## config.mk

```make
export PLATFORM = sky130hd
export DESIGN_NAME = stride_loop_counter
export DESIGN_NICKNAME = d
export VERILOG_FILES = /design/src/rtl/stride_loop_counter.sv
export SDC_FILE = /design/constraint.sdc
export NUM_CORES = 1
export LEC_CHECK = 0
export CAP_MARGIN = 25
export CORE_MARGIN = 2
export CORE_UTILIZATION = 45
export DETAILED_ROUTE_END_ITERATION = 6
export PLACE_DENSITY_LB_ADDON = 0.3
export SYNTH_ARGS = -nofsm -noshare
export SYNTH_HDL_FRONTEND = slang
export SYNTH_SLANG_ARGS = --single-unit
```

## constraint.sdc

```tcl
create_clock -name clk -period 3.6 [get_ports clk]
set_input_delay 0.54 -clock clk [delete_from_list [all_inputs] [get_ports clk]]
set_output_delay 0.54 -clock clk [all_outputs]
set_load 0.03 [all_outputs]
```

## src/rtl/stride_loop_counter.sv

```systemverilog
// stride_loop_counter: runtime start/limit/step loop index generator.
// Up or down stride, stall, abort, auto-repeat, exit value and trip count.
module stride_loop_counter #(
  parameter int WIDTH  = 4,
  parameter int ITER_W = WIDTH + 1
) (
  input  logic              clk,
  input  logic              rst,
  input  logic              start,
  input  logic              abort,
  input  logic              en,
  input  logic [WIDTH-1:0]  cfg_start,
  input  logic [WIDTH-1:0]  cfg_limit,
  input  logic [WIDTH-1:0]  cfg_step,
  input  logic              cfg_down,
  input  logic              cfg_repeat,
  output logic              busy,
  output logic              valid,
  output logic [WIDTH-1:0]  index,
  output logic              last,
  output logic              done,
  output logic [WIDTH:0]    exit_value,
  output logic [ITER_W-1:0] iter_count,
  output logic              err
);

  localparam int NW = WIDTH + 2;
  localparam logic signed [NW-1:0] IDX_MAX =
    {2'b00, {WIDTH{1'b1}}};

  typedef enum logic [1:0] {
    S_IDLE,
    S_RUN,
    S_DONE
  } state_t;

  state_t state;

  logic [WIDTH-1:0]  sh_start;
  logic [WIDTH-1:0]  sh_limit;
  logic [WIDTH-1:0]  sh_step;
  logic              sh_down;
  logic              sh_repeat;
  logic [ITER_W-1:0] cnt;

  logic signed [NW-1:0] idx_x;
  logic signed [NW-1:0] lim_x;
  logic signed [NW-1:0] stp_x;
  logic signed [NW-1:0] rst_x;
  logic signed [NW-1:0] cs_x;
  logic signed [NW-1:0] cl_x;
  logic signed [NW-1:0] nxt;
  logic                 cont;
  logic                 first_ok;
  logic                 rerun_ok;

  // Out-of-range values fail regardless of limit, so the index never wraps.
  function automatic logic holds(
    input logic signed [NW-1:0] v,
    input logic signed [NW-1:0] lim,
    input logic                 dn
  );
    logic in_rng;
    in_rng = !v[NW-1] && (v <= IDX_MAX);
    return in_rng && (dn ? (v > lim) : (v < lim));
  endfunction

  assign idx_x = {2'b00, index};
  assign lim_x = {2'b00, sh_limit};
  assign stp_x = {2'b00, sh_step};
  assign rst_x = {2'b00, sh_start};
  assign cs_x  = {2'b00, cfg_start};
  assign cl_x  = {2'b00, cfg_limit};

  assign nxt = sh_down ? (idx_x - stp_x)
                       : (idx_x + stp_x);

  assign cont     = holds(nxt, lim_x, sh_down);
  assign first_ok = holds(cs_x, cl_x, cfg_down);
  assign rerun_ok = holds(rst_x, lim_x, sh_down);

  assign busy  = (state != S_IDLE);
  assign done  = (state == S_DONE);
  assign valid = (state == S_RUN) && en && !abort;
  assign last  = valid && !cont;

  always_ff @(posedge clk) begin
    if (rst) begin
      state      <= S_IDLE;
      sh_start   <= '0;
      sh_limit   <= '0;
      sh_step    <= '0;
      sh_down    <= 1'b0;
      sh_repeat  <= 1'b0;
      cnt        <= '0;
      index      <= '0;
      exit_value <= '0;
      iter_count <= '0;
      err        <= 1'b0;
    end else begin
      err <= 1'b0;
      unique case (state)
        S_IDLE: begin
          if (start && !abort) begin
            if (cfg_step == '0) begin
              err <= 1'b1;
            end else begin
              sh_start  <= cfg_start;
              sh_limit  <= cfg_limit;
              sh_step   <= cfg_step;
              sh_down   <= cfg_down;
              sh_repeat <= cfg_repeat;
              index     <= cfg_start;
              cnt       <= '0;
              if (first_ok) begin
                state <= S_RUN;
              end else begin
                state      <= S_DONE;
                exit_value <= {1'b0, cfg_start};
                iter_count <= '0;
              end
            end
          end
        end
        S_RUN: begin
          if (abort) begin
            state <= S_IDLE;
          end else if (en) begin
            cnt <= cnt + 1'b1;
            if (cont) begin
              index <= nxt[WIDTH-1:0];
            end else begin
              state      <= S_DONE;
              exit_value <= nxt[WIDTH:0];
              iter_count <= cnt + 1'b1;
            end
          end
        end
        S_DONE: begin
          // An empty loop never re-enters RUN, even with repeat set.
          if (!abort && sh_repeat && rerun_ok) begin
            state <= S_RUN;
            index <= sh_start;
            cnt   <= '0;
          end else begin
            state <= S_IDLE;
          end
        end
        default: state <= S_IDLE;
      endcase
    end
  end

endmodule

```

==> results.sh, run 1 <==
export IMPL_async_flop_share=0
export IMPL_min_period_ns=3.50
export IMPL_slew_headroom=0.651
export IMPL_drive_above_1_share=0.113
export IMPL_clk_latency_ns=0.29
export IMPL_grt_pass1_wl_mm=10.7
export IMPL_peakVddDrop_mv=0.333
export IMPL_clk_pin_slew_worst_paths_ns=0.07
export IMPL_worst_pin_slew_ns=0.522
export IMPL_status="completed"
export IMPL_end_kind="output port"
export IMPL_powerDensity_mw_per_mm2=534
export IMPL_root_buffer="clkbuf_8"
export IMPL_synth_flop_cell="dfxtp_1"
export IMPL_routed_wl_mm=6.34
export IMPL_pwr_share_seq=0.296
export IMPL_slew_viol_final=0
export IMPL_post_dp_hpwl_mm=4.77
export IMPL_placed_cells=403
export IMPL_areaGrowthSynthToFinish_pct=23.2
export IMPL_synth_warnings=0
export IMPL_grt_max_degree=34
export IMPL_r2r_slack_ns=0.36
export IMPL_power_frac_comb=0.517
export IMPL_finalCritPeriodShare=0.972
export IMPL_fin_util=0.584
export IMPL_synthTopCellsByArea="dfxtp_1 29%, ha_1 13%, a21oi_1 5.9%"
export IMPL_rr_startpoint="index[0]$_SDFFE_PP0P_"
export IMPL_globalRouteTotalUtil=0.219
export IMPL_dieWidth_um=78.0
export IMPL_max_freq_ghz=0.286
export IMPL_synthCells=297
export IMPL_drtIter0Drc=212
export IMPL_p_leak_nw=1.15
export IMPL_stdcell_area_sq_mm=0.00304
export IMPL_swShare=0.411
export IMPL_hold_path_class="reg2reg"
export IMPL_io_buffers=37
export IMPL_skew_ns=0.00423
export IMPL_coreArea_sq_mm=0.00520
export IMPL_pin_count=38
export IMPL_ys_types=57
export IMPL_cts_buffers=5
export IMPL_startpoint_type="flop"
export IMPL_grt_pass1_vias=2218
export IMPL_start_util=0.474
export IMPL_synth_top_area_frac=0.292
export IMPL_final_common_cell="clkdlybuf4s50_1"
export IMPL_place_congestion=0.884
export IMPL_antenna_left=0
export IMPL_cp_startpoint="index[0]$_SDFFE_PP0P_"
export IMPL_cts_tree="yes"
export IMPL_hold_depth=2
export IMPL_dp_slack_ns=-0.0190
export IMPL_r2r_cells=14
export IMPL_synth_top_area_cell="dfxtp_1"
export IMPL_crit_type="reg2out"
export IMPL_p_total_mw=1.62
export IMPL_placed_area_sq_mm=0.00291
export IMPL_vias=2334
export IMPL_fp_dieH_um=78.0
export IMPL_maxCapViolations=0
export IMPL_p_clk_frac=0.187
export IMPL_synth_seq_cells=36
export IMPL_crit_fanout=4
export IMPL_antenna_found_initial=0
export IMPL_dieArea_sq_mm=0.00609
export IMPL_stdcell_count=415
export IMPL_cp_required_ns=3.06
export IMPL_setup_viol=0
export IMPL_viasPerCell=5.62
export IMPL_fin_nets=390
export IMPL_hp_start="sh_limit[3]$_SDFFE_PP0P_"
export IMPL_clkSinkCount=36
export IMPL_avgSynthCellArea_sq_um=8.31
export IMPL_finalWorstSetupSlack_ns=0.102
export IMPL_synthesis_area_sq_mm=0.00247
export IMPL_syn_num_nets=343
export IMPL_globalRouteOverflowTotal=0
export IMPL_antenna_cells=0
export IMPL_htree_levels=2
export IMPL_yosysSeqAreaShare=0.292
export IMPL_drc=0
export IMPL_drt_wirelength_per_cell_um=15.3
export IMPL_cts_buffer_depth=2
export IMPL_synth_edf_count=0
export IMPL_worst_ep_arrival_time_ns=2.96
export IMPL_switching_power_mw=0.667
export IMPL_report_final_hold_viol_count=0
export IMPL_drtPass1Iterations=4
export IMPL_final_cell_mix="36 x clkdlybuf4s50_1, 35 x dfxtp_1, 31 x nand2_1"
export IMPL_p_int_mw=0.957
export IMPL_placementRows=26
export IMPL_hold_buffers=0
-- cell usage after synthesis (3+ instances only) --
master / instances
a31oi_1: 3
inv_1: 23
clkbuf_8: 4
nand4_1: 3
a22oi_1: 6
dfxtp_1: 36
nor2b_1: 6
nor3_1: 6
nand2b_1: 3
nand3_1: 13
ha_1: 25
buf_2: 3
and3_1: 4
clkbuf_1: 3
nor2_1: 20
nand2_1: 31
o211ai_1: 4
mux2i_1: 10
a211oi_1: 5
xor2_1: 3
o21ai_0: 14
a21oi_1: 29
-- registers in the layout, indices dropped and copies added (netlist names) --
signal,cells
cnt,5
err,1
exit_value,5
index,4
iter_count,5
sh_down,1
sh_limit,4
sh_repeat,1
sh_start,4
sh_step,4
state,2
-- layer usage --
layer | part of all wire | up-vias | wire length [um] | global-route usage
met3 | 0.061 | 9 | 388 | 0.0471
met1 | 0.48 | 1091 | 3020 | 0.309
li1 | - | 1158 | - | -
met5 | 0 | - | 0 | 0
met2 | 0.45 | 76 | 2850 | 0.335
met4 | 0.013 | 0 | 84 | 0.0684
-- power by group through the flow --
stage               logic, mW  registers [mW]  clock network, mW
floorplan               0.485           0.526                  0
global placement        0.764           0.485                  0
detailed placement      0.772           0.488                  0
CTS                     0.791           0.480              0.315
global route            0.920           0.487              0.328
finish                  0.839           0.480              0.304
-- worst max-delay path, stage by stage (launching register included) --
cell and delay (ns):
dfxtp_1 0.34, inv_1 0.07, ha_1 0.17, inv_1 0.06, fa_1 0.48, inv_1 0.04
mux2i_1 0.20, ha_1 0.28, nor2b_1 0.13, o211ai_1 0.30, a21bo_2 0.20, and3_1 0.19
buf_2 0.21
-- metrics by stage --
| step | setup TNS, ns | hold WS [ns] |
|---|---|---|
| floorplan | 0 | 0.434 |
| global placement | 0 | 0.445 |
| detailed placement | -0.0190 | 0.447 |
| CTS | 0 | 0.457 |
| global route | -0.00760 | 0.489 |
| finish | 0 | 0.457 |
-- path summary, 6_finish.rpt --
path / to
min: sh_limit[3]$_SDFFE_PP0P_
max: last
max reg2reg: exit_value[1]$_SDFFE_PP0P_
min reg2reg: sh_limit[3]$_SDFFE_PP0P_
-- cells by family (layout without fill, tap and decap cells) --
| family | count (synthesis) | in the layout | synth area share |
|---|---|---|---|
| adder cells (fa/ha/maj) | 27 | 27 | 0.143 |
| flip-flops | 36 | 36 | 0.292 |
| multiplexers | 11 | 11 | 0.0451 |
| XOR/XNOR | 5 | 5 | 0.0178 |
| AND/OR/NAND/NOR | 101 | 101 | 0.209 |
| buffers and inverters | 37 | 85 | 0.0801 |
| AO/OA/AOI/OAI | 80 | 80 | 0.213 |
-- cell type report --
cell class | count | area [sq um]
Fill cell | 500 | 2170
Timing Repair Buffer | 53 | 485
Sequential cell | 36 | 722
Inverter | 24 | 90.1
Clock inverter | 1 | 7.51
Multi-Input combinational cell | 224 | 1560
Clock buffer | 7 | 86.3
Tap cell | 70 | 87.6
-- repair_timing --
item / in CTS / in global routing
setup buffers: 2 / 2
gates resized for setup: 6 / 2
setup endpoints to repair: 1 / 1
pin swaps: 2 / 3
No activity file was read; power rests on OpenSTA's default activity.
==> run 2, diff against run 1 <==
--- a/config.mk
+++ b/config.mk
@@ -7,7 +7,7 @@
 export LEC_CHECK = 0
 export CAP_MARGIN = 25
 export CORE_MARGIN = 2
-export CORE_UTILIZATION = 45
+export CORE_UTILIZATION = 40
 export DETAILED_ROUTE_END_ITERATION = 6
 export PLACE_DENSITY_LB_ADDON = 0.3
 export SYNTH_ARGS = -nofsm -noshare
==> run 2 against run 1 <==
  * Power shrank 2.7%
  * Via count down 1.2%
  * Largest cell class unchanged
  * Maximum frequency grew 0.63%
  * Die area grew 12%
  * Critical path type unchanged
  * Routed wire length rose by 3.2%
  * Critical path depth stayed put
  * Worst setup slack gained 0.022 ns
  * Final area fell by 0.62%
  * Worst hold slack gained 0.0022 ns
==> results.sh, run 2 (synthesized netlist as in run 1, its figures left out) <==
export IMPL_worst_pin_slew_ns=0.905
export IMPL_drtPass1Iterations=4
export IMPL_drtIter0Drc=144
export IMPL_cp_slowest_cell="dfxtp_1"
export IMPL_switching_power_mw=0.666
export IMPL_areaGrowthSynthToFinish_pct=22.4
export IMPL_slew_headroom=0.395
export IMPL_end_kind="output port"
export IMPL_antenna_found_initial=0
export IMPL_skew_ns=0.00744
export IMPL_viasPerCell=5.53
export IMPL_grt_pass1_wl_mm=10.8
export IMPL_r2r_cells=14
export IMPL_cpMostUsedCell="ha_1"
export IMPL_p_total_mw=1.58
export IMPL_critPathTopFamily="simple AND/OR/NAND/NOR gates"
export IMPL_antenna_cells=0
export IMPL_pin_count=38
export IMPL_worst_ep_arrival_time_ns=2.94
export IMPL_p_int_mw=0.915
export IMPL_grt_max_degree=25
export IMPL_drc=0
export IMPL_post_dp_hpwl_mm=4.98
export IMPL_grt_pass1_vias=2198
export IMPL_cp_cell_sequence="inv_1 -> ha_1 -> nand2b_1 -> a221oi_2 -> a31oi_1 -> xnor2_1 -> ha_1 -> and4_1 -> nor3_2 -> a21bo_2 -> and3_1 -> buf_4"
export IMPL_peakVddDrop_mv=0.308
export IMPL_startpoint_type="flop"
export IMPL_fin_nets=387
export IMPL_cts_buffer_depth=2
export IMPL_dieWidth_um=82.5
export IMPL_r2r_slack_ns=0.30
export IMPL_htree_levels=2
export IMPL_stdcell_area_sq_mm=0.00302
export IMPL_max_freq_ghz=0.288
export IMPL_critical_path_buf_inv_count=2
export IMPL_finalCritPeriodShare=0.966
export IMPL_top_regs="cnt x5, exit_value x5, iter_count x5"
export IMPL_hp_start="sh_limit[3]$_SDFFE_PP0P_"
export IMPL_crit_fanout=3
export IMPL_timing_setup_tns_ns=0
export IMPL_fp_dieH_um=82.5
export IMPL_setup_viol=0
export IMPL_status="completed"
export IMPL_vias=2305
export IMPL_cp_required_ns=3.06
export IMPL_critPathMaxStageDelay_ns=0.33
export IMPL_placementRows=28
export IMPL_pwr_share_seq=0.304
export IMPL_coreArea_sq_mm=0.00596
export IMPL_cts_buffers=5
export IMPL_powerDensity_mw_per_mm2=523
export IMPL_hold_buffers=0
export IMPL_globalRouteTotalUtil=0.207
export IMPL_slew_viol_final=0
export IMPL_hold_end="sh_limit[3]$_SDFFE_PP0P_"
export IMPL_root_buffer="clkbuf_8"
export IMPL_hold_path_class="reg2reg"
export IMPL_dieArea_sq_mm=0.00681
export IMPL_final_cell_mix="36 x clkdlybuf4s50_1, 35 x dfxtp_1, 31 x nand2_1"
export IMPL_clk_latency_ns=0.29
export IMPL_antenna_left=0
export IMPL_routed_wl_mm=6.54
export IMPL_io_buffers=37
export IMPL_report_final_hold_viol_count=0
export IMPL_clk_pin_slew_worst_paths_ns=0.07
export IMPL_drt_wirelength_per_cell_um=15.7
export IMPL_start_util=0.414
export IMPL_worst_hold_slack_ns=0.459
export IMPL_globalRouteOverflowTotal=0
export IMPL_stdcell_count=417
export IMPL_maxCapViolations=0
export IMPL_p_clk_frac=0.184
export IMPL_hold_depth=2
export IMPL_crit_type="reg2out"
export IMPL_placed_area_sq_mm=0.00291
export IMPL_min_period_ns=3.48
export IMPL_drive_above_1_share=0.105
export IMPL_clkSinkCount=36
export IMPL_placed_cells=408
export IMPL_power_frac_comb=0.513
export IMPL_swShare=0.421
export IMPL_cts_tree="yes"
export IMPL_final_common_cell="clkdlybuf4s50_1"
export IMPL_rr_startpoint="sh_step[1]$_SDFFE_PP0P_"
export IMPL_place_congestion=0.924
export IMPL_p_leak_nw=1.13
export IMPL_r2r_end="exit_value[3]$_SDFFE_PP0P_"
## run 2: changes by cell type in the layout (fill, tap and decap cells not counted), sizes merged
cell	delta
clkinv	+1
clkinvlp	-1
buf	-3
## run 2: final cells by class
class | count | area (sq um)
clock inverter | 1 | 8.76
clock buffer | 7 | 76.3
fill | 616 | 2940
multi-input combinational | 224 | 1560
tap | 75 | 93.8
timing repair buffer | 50 | 465
sequential | 36 | 722
inverter | 24 | 90.1
## run 2: routing by layer
| metal | global-route usage | share of wire |
|---|---|---|
| met1 | 0.294 | 0.48 |
| met2 | 0.324 | 0.46 |
| met3 | 0.0370 | 0.039 |
| met4 | 0.0525 | 0.016 |
| met5 | 0 | 0 |
## run 2: worst max path at each step
| stage | to | depth (start not counted) | from | slack (ns) |
|---|---|---|---|---|
| after global placement | last | 12 | index[0]$_SDFFE_PP0P_ | 0.07 |
| after floorplan | last | 10 | index[1]$_SDFFE_PP0P_ | 0.38 |
| after global routing | last | 12 | sh_step[1]$_SDFFE_PP0P_ | -0.03 |
| final | last | 12 | sh_step[1]$_SDFFE_PP0P_ | 0.12 |
| after detailed placement | last | 11 | index[1]$_SDFFE_PP0P_ | -0.03 |
| after CTS | last | 12 | sh_step[1]$_SDFFE_PP0P_ | 0.07 |
## run 2: metrics by stage
step / worst slack [ns] / utilization
after floorplan: 0.384 / -
after global placement: 0.0663 / 0.489
after detailed placement: -0.0307 / 0.489
after CTS: 0.0722 / 0.504
after global routing: -0.0326 / 0.507
final: 0.124 / 0.507
## run 2: power by group through the flow
| stage | clock network (mW) | registers (mW) | logic (mW) |
|---|---|---|---|
| 5_1_grt | 0.311 | 0.487 | 0.894 |
| 3_5_place_dp | 0 | 0.487 | 0.780 |
| 3_3_place_gp | 0 | 0.486 | 0.776 |
| 6_report | 0.291 | 0.480 | 0.810 |
| 4_1_cts | 0.294 | 0.479 | 0.792 |
| 2_1_floorplan | 0 | 0.526 | 0.485 |
## run 2: worst min-delay path: cells and delay by family (launching register included)
kind	cells	cell delay (ns)
simple gates	1	0.05
compound gates	1	0.05
flops	1	0.31
## run 2: repair_timing
action                                  in CTS  in global routing
endpoints found under the hold margin        0                  0
pin swaps                                    1                  4
resized for setup                            6                  5
setup buffers                                1                  0
endpoints found under the setup margin       1                  1
==> run 3, diff against run 2 <==
--- a/config.mk
+++ b/config.mk
@@ -10,6 +10,7 @@
 export CORE_UTILIZATION = 40
 export DETAILED_ROUTE_END_ITERATION = 6
 export PLACE_DENSITY_LB_ADDON = 0.3
+export SLEW_MARGIN = 25
 export SYNTH_ARGS = -nofsm -noshare
 export SYNTH_HDL_FRONTEND = slang
 export SYNTH_SLANG_ARGS = --single-unit
==> results of run 3 <==
Same layout as run 2: the final DEF is identical, and so are final timing and power.
